**config.mk**
```make
export PLATFORM = sky130hd
export DESIGN_NAME = rx_frame_sync_ctrl
export DESIGN_NICKNAME = d
export VERILOG_FILES = /design/src/rtl/ofdm_rx_pkg.sv /design/src/rtl/rx_sym_counter.sv /design/src/rtl/rx_frame_sync_ctrl.sv
export SDC_FILE = /design/constraint.sdc
export NUM_CORES = 1
export LEC_CHECK = 0
export ABC_AREA = 1
export CAP_MARGIN = 20
export CORE_UTILIZATION = 35
export DETAILED_ROUTE_END_ITERATION = 10
export REMOVE_ABC_BUFFERS = 1
export SLEW_MARGIN = 20
export SYNTH_ARGS = -nofsm -noshare
export SYNTH_HDL_FRONTEND = slang
export SYNTH_SLANG_ARGS = --single-unit
```
**constraint.sdc**
```tcl
create_clock -name clk -period 1.7 [get_ports clk]
set_clock_uncertainty 0.15 [all_clocks]
set_input_delay 0.425 -clock clk [delete_from_list [all_inputs] [get_ports clk]]
set_output_delay 0.425 -clock clk [all_outputs]
set_load 0.02 [all_outputs]
```
**src/rtl/ofdm_rx_pkg.sv**
```systemverilog
// Shared types and constants for the OFDM receiver front-end control blocks.
// Holds the frame sequencer state encoding and a width helper.
package ofdm_rx_pkg;

    typedef enum logic [1:0] {
        StIdle  = 2'd0,
        StSync  = 2'd1,
        StPass  = 2'd2,
        StDrain = 2'd3
    } rx_state_e;

    // 256-point FFT plus 64-sample cyclic prefix
    localparam int unsigned DEFAULT_SYM_LEN = 320;
    localparam int unsigned DEFAULT_TIMEOUT = 4096;

    // Bits needed to hold values 0..value-1; never less than one bit.
    function automatic int unsigned clog2(input int unsigned value);
        int unsigned bits;
        int unsigned rem;
        bits = 0;
        rem  = (value > 1) ? value - 1 : 0;
        while (rem != 0) begin
            bits = bits + 1;
            rem  = rem >> 1;
        end
        return (bits == 0) ? 1 : bits;
    endfunction

endpackage

```
**src/rtl/rx_sym_counter.sv**
```systemverilog
// Sample and symbol counters for one frame: marks the first sample of each
// symbol and flags the final accepted sample of the frame.
module rx_sym_counter
    import ofdm_rx_pkg::*;
#(
    parameter int unsigned SYM_LEN = DEFAULT_SYM_LEN,
    parameter int unsigned NSYM_W  = 5
) (
    input  logic              clk,
    input  logic              rst,
    input  logic              clear,
    input  logic              accept,
    input  logic [NSYM_W-1:0] n_sym_q,
    output logic              sym_start,
    output logic              last,
    output logic [NSYM_W-1:0] sym_idx
);

    localparam int unsigned      CW       = clog2(SYM_LEN);
    localparam logic [CW-1:0]    SAMP_MAX = CW'(SYM_LEN - 1);

    logic [CW-1:0]     r_samp_cnt;
    logic [CW-1:0]     w_samp_cnt_d;
    logic [NSYM_W-1:0] r_sym_idx;
    logic [NSYM_W-1:0] w_sym_idx_d;
    logic              w_wrap;
    logic              w_last_sym;

    assign w_wrap     = (r_samp_cnt == SAMP_MAX);
    assign w_last_sym = (r_sym_idx == (n_sym_q - NSYM_W'(1)));

    // Combinational so the marker travels with the sample it tags
    assign sym_start  = accept & (r_samp_cnt == '0);
    assign last       = accept & w_wrap & w_last_sym;
    assign sym_idx    = r_sym_idx;

    always_comb begin
        w_samp_cnt_d = r_samp_cnt;
        w_sym_idx_d  = r_sym_idx;
        if (clear) begin
            w_samp_cnt_d = '0;
            w_sym_idx_d  = '0;
        end else if (accept) begin
            if (w_wrap) begin
                w_samp_cnt_d = '0;
                // Index stays on the final symbol once the frame completes
                if (!w_last_sym) begin
                    w_sym_idx_d = r_sym_idx + NSYM_W'(1);
                end
            end else begin
                w_samp_cnt_d = r_samp_cnt + CW'(1);
            end
        end
    end

    always_ff @(posedge clk or posedge rst) begin
        if (rst) begin
            r_samp_cnt <= '0;
            r_sym_idx  <= '0;
        end else begin
            r_samp_cnt <= w_samp_cnt_d;
            r_sym_idx  <= w_sym_idx_d;
        end
    end

endmodule

```
**src/rtl/rx_frame_sync_ctrl.sv**
```systemverilog
// Per-frame sequencer: burst detect, time-sync under timeout, then a gated
// window of a programmed number of OFDM symbols toward the demodulator.
module rx_frame_sync_ctrl
    import ofdm_rx_pkg::*;
#(
    parameter int unsigned SYM_LEN = DEFAULT_SYM_LEN,
    parameter int unsigned NSYM_W  = 5,
    parameter int unsigned TIMEOUT = DEFAULT_TIMEOUT
) (
    input  logic              clk,
    input  logic              rst,
    input  logic              cyc_i,
    input  logic              stb_i,
    input  logic              ack_i,
    input  logic [NSYM_W-1:0] n_sym,
    output logic              syn_run,
    input  logic              syn_done,
    output logic              pass_en,
    output logic              sym_start,
    output logic [NSYM_W-1:0] sym_idx,
    output logic              frame_end,
    output logic              timeout_err,
    output logic              short_err,
    output logic              busy
);

    localparam int unsigned   TW        = clog2(TIMEOUT);
    localparam logic [TW-1:0] TIMER_MAX = TW'(TIMEOUT - 1);

    rx_state_e         r_state;
    rx_state_e         w_state_d;
    logic              r_cyc_q;
    logic [NSYM_W-1:0] r_n_sym;
    logic [TW-1:0]     r_timer;
    logic              r_frame_end;
    logic              r_timeout_err;
    logic              r_short_err;
    logic              w_frame_end_d;
    logic              w_timeout_d;
    logic              w_short_d;
    logic              w_rise;
    logic              w_accept;
    logic              w_cnt_accept;
    logic              w_clear;
    logic              w_last;

    assign w_rise       = cyc_i & ~r_cyc_q;
    assign w_accept     = stb_i & pass_en & ack_i;
    // Burst end in PASS wins over a coincident accept
    assign w_cnt_accept = w_accept & cyc_i;
    assign w_clear      = (r_state == StIdle) & w_rise;

    always_ff @(posedge clk or posedge rst) begin
        if (rst) begin
            r_state       <= StIdle;
            r_frame_end   <= 1'b0;
            r_timeout_err <= 1'b0;
            r_short_err   <= 1'b0;
        end else begin
            r_state       <= w_state_d;
            r_frame_end   <= w_frame_end_d;
            r_timeout_err <= w_timeout_d;
            r_short_err   <= w_short_d;
        end
    end

    always_comb begin
        w_state_d     = r_state;
        w_frame_end_d = 1'b0;
        w_timeout_d   = 1'b0;
        w_short_d     = 1'b0;
        unique case (r_state)
            StIdle: begin
                if (w_rise) begin
                    w_state_d = StSync;
                end
            end
            StSync: begin
                if (!cyc_i) begin
                    w_state_d = StIdle;
                end else if (syn_done) begin
                    w_state_d = StPass;
                end else if (r_timer == TIMER_MAX) begin
                    w_state_d   = StDrain;
                    w_timeout_d = 1'b1;
                end
            end
            StPass: begin
                if (!cyc_i) begin
                    w_state_d = StIdle;
                    w_short_d = 1'b1;
                end else if (w_last) begin
                    w_state_d     = StDrain;
                    w_frame_end_d = 1'b1;
                end
            end
            StDrain: begin
                if (!cyc_i) begin
                    w_state_d = StIdle;
                end
            end
            default: begin
                w_state_d = StIdle;
            end
        endcase
    end

    always_comb begin
        syn_run     = (r_state == StSync);
        pass_en     = (r_state == StPass);
        busy        = (r_state != StIdle);
        frame_end   = r_frame_end;
        timeout_err = r_timeout_err;
        short_err   = r_short_err;
    end

    always_ff @(posedge clk or posedge rst) begin
        if (rst) begin
            r_cyc_q <= 1'b0;
            r_n_sym <= NSYM_W'(1);
            r_timer <= '0;
        end else begin
            r_cyc_q <= cyc_i;
            if (w_clear) begin
                r_n_sym <= (n_sym == '0) ? NSYM_W'(1) : n_sym;
                r_timer <= '0;
            end else if (r_state == StSync) begin
                r_timer <= r_timer + TW'(1);
            end
        end
    end

    rx_sym_counter #(
        .SYM_LEN (SYM_LEN),
        .NSYM_W  (NSYM_W)
    ) u_sym_counter (
        .clk       (clk),
        .rst       (rst),
        .clear     (w_clear),
        .accept    (w_cnt_accept),
        .n_sym_q   (r_n_sym),
        .sym_start (sym_start),
        .last      (w_last),
        .sym_idx   (sym_idx)
    );

endmodule

```
=== After elaboration in Yosys (flattened, before gate mapping) ===
Index checks and enable logic that the tools add are counted.

* Add/sub/neg operators: 4
* Multiply operators: 0
* Div/mod/pow operators: 0
* $lt $le $gt $ge: 0
* Eq/ne operators: 11
* Shift operators: 0
* Mux-type cells: 27
* Bitwise operators: 9
* Reduce and logical (&&, ||, !) cells: 9

{| class="wikitable"
|+ Operators with widths
! kind !! number
|-
| 9-bit 2-to-1 mux || 3
|-
| 5-bit 2-to-1 mux || 5
|-
| 12-bit 2-to-1 mux || 2
|-
| 2-bit 2-to-1 mux || 7
|-
| 12-bit by 1-bit adder with 12-bit output, second input constant || 1
|-
| 12-bit == test, second input constant || 1
|-
| 9-bit by 1-bit adder with 9-bit output, second input constant || 1
|-
| 9-bit == test, second input constant || 1
|-
| 9-bit logical NOT || 1
|-
| 1-bit 2-to-1 mux || 9
|-
| 1-bit AND || 8
|-
| 2-bit one-hot mux with 4 select lines || 1
|-
| 2-bit nonzero test || 4
|-
| 5-bit by 1-bit adder with 5-bit output, second input constant || 1
|-
| 5-bit == test || 1
|-
| 5-bit logical NOT || 1
|-
| 5-bit by 1-bit subtractor with 5-bit output, second input constant || 1
|-
| 2-bit == test, second input constant || 2
|-
| 2-bit != test, second input constant || 2
|-
| 4-bit by 2-bit != test with 1-bit output, second input constant || 1
|-
| 4-bit AND reduction || 1
|-
| 3-bit by 2-bit != test with 1-bit output, second input constant || 1
|-
| 3-bit AND reduction || 1
|-
| 2-bit by 1-bit == test with 1-bit output, second input constant || 1
|-
| other kinds (3) || 3
|}

* Flip-flop bits (word level): 37
* Latch bits: 0
* Memory bits (writable): 0
* Bits in read-only memories: 0
* Input bits: 11
* Output and inout bits: 12
* Logic and storage cells: 69
* Memories: 0

=== Longest topological paths before layout ===
Gate-level depths: netlist (run 1).

* Depth after elaboration: 9
* Depth in mapped cells: 13
* Mapped depth without buffers: 13

=== Cells and area by module ===
A second synthesis (run 1) with hierarchy kept.

* Cells, all modules: 304
* Area total of the unflattened synthesis: 2303.5 um^2

{| class="wikitable"
|+ By module, submodules not included
! module !! times used !! cells an instance !! area an instance (um^2) !! seq. area each (um^2)
|-
| rx_frame_sync_ctrl || 1 || 153 || 1226.2 || 576.8
|-
| rx_sym_counter || 1 || 151 || 1077.3 || 350.3
|}

=== Worst setup path after synthesis (run 1) ===
OpenSTA, ideal clock, no wires.

* Path type: reg2out
* From: register r_state[0]
* To: output port sym_start
* Arrival time: 1319 ps
* Data required time: 1125 ps
* Path slack: -194 ps
* Stages on the path, launching flop included: 6
* Buffers on the path: 0
* Cell sequence: dfrtp_1 -> inv_1 -> nand2_1 -> inv_2 -> nand4_4 -> nor3_1

* Cells in the longest elaborated chain, start to end: 5

{| class="wikitable"
|+ Ends and longest elaborated chain
! item !! RTL line !! text
|-
| start: declaration || rx_frame_sync_ctrl.sv:30 || <nowiki>rx_state_e r_state;</nowiki>
|-
| start signal: assignment || rx_frame_sync_ctrl.sv:55 || <nowiki>r_state <= StIdle;</nowiki>
|-
| start signal: assignment || rx_frame_sync_ctrl.sv:60 || <nowiki>r_state <= w_state_d;</nowiki>
|-
| 2-bit == test || rx_frame_sync_ctrl.sv:110 || <nowiki>pass_en = (r_state == StPass);</nowiki>
|-
| via pass_en || rx_frame_sync_ctrl.sv:18 || <nowiki>output logic pass_en,</nowiki>
|-
| 1-bit AND (2 in series) || rx_frame_sync_ctrl.sv:48 || <nowiki>assign w_accept = stb_i & pass_en & ack_i;</nowiki>
|-
| 1-bit AND || rx_frame_sync_ctrl.sv:50 || <nowiki>assign w_cnt_accept = w_accept & cyc_i;</nowiki>
|-
| 1-bit AND || rx_sym_counter.sv:33 || <nowiki>assign sym_start = accept & (r_samp_cnt == '0);</nowiki>
|-
| end: declaration || rx_frame_sync_ctrl.sv:19 || <nowiki>output logic sym_start,</nowiki>
|}

The timed path passes the listed nets, and every way through them passes these cells.

=== Worst setup path in the final report (run 1) ===
* From: register r_state[0]
* To: output port sym_start

* Cells in the longest elaborated chain, start to end: 5

{| class="wikitable"
|+ Ends and longest elaborated chain
! item !! RTL line
|-
| 2-bit == test || rx_frame_sync_ctrl.sv:110
|-
| 1-bit AND (2 in series) || rx_frame_sync_ctrl.sv:48
|-
| 1-bit AND || rx_frame_sync_ctrl.sv:50
|-
| 1-bit AND || rx_sym_counter.sv:33
|}

No other way between the ends.

==> flow_summary.json, run 1 <==
{
  "status": "complete, but fails checks",
  "violations": "negative setup slack",
  "setup_viol": 14,
  "wl_per_cell_um": 11.8,
  "fin_tns_setup_ns": -1.65,
  "clockRootBuffer": "clkbuf_8",
  "worstPathMaxFanout": 2,
  "grt_use_met3": 0.0371,
  "slowest_delay_ns": 0.40,
  "syn_to_final_growth_pct": 43.5,
  "max_freq_ghz": 0.523,
  "finalCritPeriodShare": 1.12,
  "postRouteAntennaNets": 0,
  "slew_violations": 0,
  "grt_setup_unrepaired": "yes",
  "drt_wl_total_um": 5130,
  "antenna_found_initial": 0,
  "num_vias": 2023,
  "cp_slowest_cell": "dfrtp_1",
  "dr.pass1.iters": 4,
  "cts_tree": "built",
  "die_h_um": 80.8,
  "cts.path.max_buffers": 2,
  "overflow": 0,
  "rows": 28,
  "synth_area_per_cell_sq_um": 7.86,
  "timing.final.ws_setup_ns": -0.211,
  "syn-cell-area_sq_um": 2180,
  "cts_hold_buf": 0,
  "worstPathArrival_ns": 1.34,
  "max_slew_margin": 0.810,
  "die_x_um": 80.8,
  "grt.total_usage": 0.166,
  "final_cell_area_sq_um": 3120,
  "h-tree-depth": 2,
  "critical_path_class": "register to output port",
  "clock_latency_ns": 0.29,
  "cap_violations": 0,
  "synthDistinctLibCells": 35,
  "top_usage_layer": "met2",
  "grt_pass1_wl_um": 8300,
  "antenna_cells": 0,
  "first_iter_violations": 83,
  "worst_pin_slew_ns": 0.286,
  "drc": 0,
  "hold_viol": 0,
  "hold_ws_ns": 0.318,
  "port_buffers": 22,
  "power.total_mw": 4.33,
  "grt_pass1_vias": 1896,
  "fp.coreArea_sq_um": 5960,
  "die_area_sq_um": 6540,
  "worstSetupEndpointType": "output port",
  "met1_usage": 0.204,
  "hpwlAfterDp_um": 3510,
  "period_needed_ns": 1.91,
  "irDropWorstVdd_uv": 645,
  "drive_above_1_share": 0.343,
  "yosys_warnings": 0,
  "cts_buffers": 5,
  "ys_seq_area_frac": 0.426,
  "gp_congestion": 0.839,
  "final_common_cell": "nand2_1",
  "powerDensity_nw_per_um2": 1390,
  "use_met2": 0.287,
  "syn_inst": 277,
  "start_util": 0.365,
  "required_ns": 1.12,
  "grt_max_degree": 38,
  "vias_per_cell": 4.66,
  "nets": 374,
  "leakagePower_nw": 1.58,
  "clock-sinks": 37,
  "clk_pin_slew_ns": 0.08,
  "place_area_sq_um": 2800,
  "io_pins": 23,
  "hold_path.class": "input pin to asynchronous set/reset pin",
  "crit_chain": "inv_2 > nand2_4 > inv_4 > nand4_4 > nor3_2 > buf_4",
  "final_cell_mix": "nand2_1, buf_4, dfrtp_1",
  "yosys_register_bits": 37,
  "startpoint_type": "register"
}
## cell usage after synthesis, drive strengths merged
cell type  count  area [sq um]
a21oi          8          40.0
a31oi          1          6.26
and3           2          12.5
buf            4          31.3
dfrtp         36           901
dfstp          1          26.3
ha             5          62.6
inv           43           166
mux2           1          11.3
nand2         76           308
nand3         22           128
nand4          8          71.3
nor2          30           174
nor3          11          60.1
nor4           1          6.26
o2111ai        1          8.76
o21ai         17          85.1
o22ai          3          18.8
o31ai          2          15.0
xor2           5          43.8
## layer usage
| layer | up-vias | wire length, um |
|---|---|---|
| li1 | 1059 | - |
| met1 | 938 | 2430 |
| met2 | 22 | 2540 |
| met3 | 4 | 111 |
| met4 | 0 | 57 |
| met5 | - | 0 |
## state kept, by name (all words and copies together) (netlist names)
signal                    flops
frame_end                     1
r_cyc_q                       1
r_n_sym                       5
r_state                       2
r_timer                      12
short_err                     1
timeout_err                   1
u_sym_counter.r_samp_cnt      9
u_sym_counter.sym_idx         5
## report_power, final
group | internal (mW) | switching, mW
Clock | 0.285 | 0.332
Sequential | 1.12 | 0.195
Combinational | 1.13 | 1.27
Total | 2.54 | 1.80
## worst max-delay path, delay by kind of cell (launching register included)
kind                   cells  cell delay [ns]
flip-flops                 1             0.40
AND/OR/NAND/NOR            3             0.32
buffers and inverters      3             0.33
## cells by family (layout without fill, tap and decap cells)
kind of cell / count (synthesis) / in the layout / synth area share
AO/OA/AOI/OAI: 32 / 32 / 0.0799
XOR/XNOR: 5 / 5 / 0.0201
adder cells (fa/ha/maj): 5 / 5 / 0.0288
buffers and inverters: 47 / 128 / 0.0909
flip-flops: 37 / 37 / 0.426
multiplexers: 1 / 1 / 0.00518
AND/OR/NAND/NOR: 150 / 151 / 0.349
## repair_timing
item                                    CTS  global route
setup buffers                             1            11
resized for setup                        54            25
endpoints found under the setup margin   45            22
gates cloned                              1             1
pin swaps                                 6            14
## through the flow
stage               cells  setup WS, ns  utilization
global placement      414        -0.810        0.470
floorplan             273        -0.194            -
finish                434        -0.211        0.524
CTS                   424        -0.236        0.496
global route          434        -0.282        0.524
detailed placement    414        -0.818        0.470
## final timing paths
| kind | start | endpoint | slack (ns) | cells past startpoint |
|---|---|---|---|---|
| max | r_state[0] | sym_start | -0.21 | 6 |
| min | rst | u_sym_counter.r_samp_cnt[1] | 0.32 | 3 |
| max reg2reg | r_n_sym[0] | r_state[1] | -0.18 | 13 |
| min reg2reg | r_n_sym[4] | r_n_sym[4] | 0.37 | 2 |
| max in group asynchronous | rst | r_n_sym[0] | 0.81 | 3 |
| min in group clk | r_n_sym[4] | r_n_sym[4] | 0.37 | 2 |
## area by class of cell
cell class                      instances  area, sq um
Clock buffer                            6         72.6
Clock inverter                          2         10.0
Fill cell                             587         2830
Inverter                               43          171
Multi-Input combinational cell        194         1160
Sequential cell                        37          927
Tap cell                               75         93.8
Timing Repair Buffer                   77          683
Power figures use the tool's default switching activity.
==> run 2, diff against run 1 <==
==> constraint.sdc (replaced) <==
create_clock -name clk -period 1.7 [get_ports clk]
set_clock_uncertainty 0.15 [all_clocks]
set_input_delay 0.255 -clock clk [delete_from_list [all_inputs] [get_ports clk]]
set_output_delay 0.255 -clock clk [all_outputs]
set_load 0.02 [all_outputs]
==> run 2 against run 1 <==
- die area unchanged
- sequential cell count did not move
- highest routed layer unchanged
- wire length shrank 3.8%
- the flow still finishes with violations (negative setup slack)
==> flow_summary.json, run 2 (synthesis gave the netlist of run 1 again) <==
{
  "powerDensity_nw_per_um2": 1340,
  "cpMostUsedCell": "nand2_1",
  "violations": "negative setup slack",
  "max_slew_margin": 0.825,
  "grt_setup_unrepaired": "yes",
  "hpwlAfterDp_um": 3540,
  "irDropWorstVdd_uv": 710,
  "timing.final.ws_setup_ns": -0.202,
  "cts_buffers": 5,
  "die_h_um": 80.8,
  "setup_viol": 9,
  "first_iter_violations": 100,
  "hold_path.class": "input pin to asynchronous set/reset pin",
  "overflow": 0,
  "die_x_um": 80.8,
  "fp.coreArea_sq_um": 5960,
  "path_delay_family": "simple AND/OR/NAND/NOR gates",
  "cp_slowest_cell": "dfstp_2",
  "postRouteAntennaNets": 0,
  "hold_viol": 0,
  "cap_violations": 0,
  "antenna_found_initial": 0,
  "grt_pass1_wl_um": 8450,
  "finalCritPeriodShare": 1.12,
  "grt_pass1_vias": 1944,
  "final_cell_mix": "nand2_1, buf_4, dfrtp_1",
  "worst_pin_slew_ns": 0.263,
  "num_vias": 2021,
  "cts.path.max_buffers": 2,
  "worstSetupEndpointType": "register",
  "clk_pin_slew_ns": 0.08,
  "final_common_cell": "nand2_1",
  "cts_tree": "built",
  "largest_register_ffs": 12,
  "drc": 0,
  "port_buffers": 22,
  "max_freq_ghz": 0.526,
  "die_area_sq_um": 6540,
  "critPathBufInv": 2,
  "leakagePower_nw": 1.47,
  "status": "complete, but fails checks",
  "startpoint_type": "register",
  "rows": 28,
  "grt.total_usage": 0.169,
  "slew_violations": 0,
  "cts_hold_buf": 0,
  "clock-sinks": 37,
  "io_pins": 23,
  "gp_congestion": 0.795,
  "vias_per_cell": 4.78,
  "h-tree-depth": 2,
  "required_ns": 1.74,
  "final_util": 0.492,
  "slowest_delay_ns": 0.54,
  "period_needed_ns": 1.90,
  "drt_wl_total_um": 4940,
  "power.total_mw": 3.92,
  "dr.pass1.iters": 4,
  "top_register": "r_timer",
  "dp_cells": 411,
  "antenna_cells": 0,
  "final_cells": 423,
  "clockRootBuffer": "clkbuf_8",
  "worstPathMaxFanout": 4,
  "grt_max_degree": 38,
  "drive_above_1_share": 0.290,
  "worstPathArrival_ns": 1.94,
  "nets": 363,
  "syn_to_final_growth_pct": 34.7,
  "clock_latency_ns": 0.29,
  "reg_top3": "r_timer (12), u_sym_counter.r_samp_cnt (9)",
  "wl_per_cell_um": 11.7,
  "start_util": 0.365,
  "critical_path_class": "register to register",
  "crit_chain": "inv_2 > ha_4 > inv_2 > nand2_1 > nand2_1 > nor2_1 > nand2_1 > nor2_2 > nand3_2 > nand2_2 > nand3_2 > nand2_1 > nand2_1"
}
==> run 2: cell types whose count changed in the layout (fill, tap and decap cells not counted), sizes merged <==
cell           change
clkbuf             +1
clkinv             -1
dlygate4sd2        -3
clkdlybuf4s15      -2
clkdlybuf4s50      +5
buf               -11
==> run 2: metrics by stage <==
stage	hold WS, ns	setup TNS, ns	instance area (sq um)	worst slack, ns
5_1_grt	0.198	-2.44	2930	-0.324
2_1_floorplan	0.136	-0.993	2140	-0.175
4_1_cts	0.162	-1.51	2890	-0.214
3_5_place_dp	0.348	-8.20	2780	-0.476
3_3_place_gp	0.345	-6.79	2780	-0.476
6_report	0.146	-1.48	2930	-0.202
==> run 2: power breakdown <==
group,internal (mW),switching (mW)
Sequential,1.12,0.203
Combinational,0.841,1.13
Clock,0.288,0.334
==> run 2: routing by layer <==
layer	GRT usage	up-vias	wire length [um]
met2	0.288	34	2420
met1	0.205	946	2270
li1	-	1034	-
met4	0.0732	0	100
met3	0.0360	7	152
met5	0	-	0
==> run 2: what timing repair did <==
| item | 4_1_cts | 5_1_grt |
|---|---|---|
| setup buffers | 2 | 2 |
| endpoints found under the setup margin | 21 | 16 |
| pin swaps | 6 | 4 |
| gates resized for setup | 31 | 10 |
| cloned | 0 | 1 |
==> run 2: cell type report <==
class	instances	area [sq um]
Multi-Input combinational cell	194	1120
Fill cell	595	3020
Timing Repair Buffer	66	546
Sequential cell	37	927
Inverter	43	166
Clock buffer	7	76.3
Clock inverter	1	5.00
Tap cell	75	93.8
==> run 2: worst paths after layout <==
check                      startpoint          to  slack, ns  depth (start not counted)
max                        r_n_sym[0]  r_state[0]      -0.20                         13
min                               rst  r_timer[5]       0.15                          3
max reg2reg                r_n_sym[0]  r_state[0]      -0.20                         13
min reg2reg                r_n_sym[4]  r_n_sym[4]       0.37                          2
max in group asynchronous         rst  r_n_sym[0]       0.99                          3
min in group clk                cyc_i     r_cyc_q       0.31                          2
==> run 2: worst register-to-register path: cells and delay by family (launching register included) <==
kind / cells / cell delay (ns)
buf+inv: 2 / 0.07
simple gates: 10 / 0.77
fa+ha+maj: 1 / 0.26
flops: 1 / 0.54
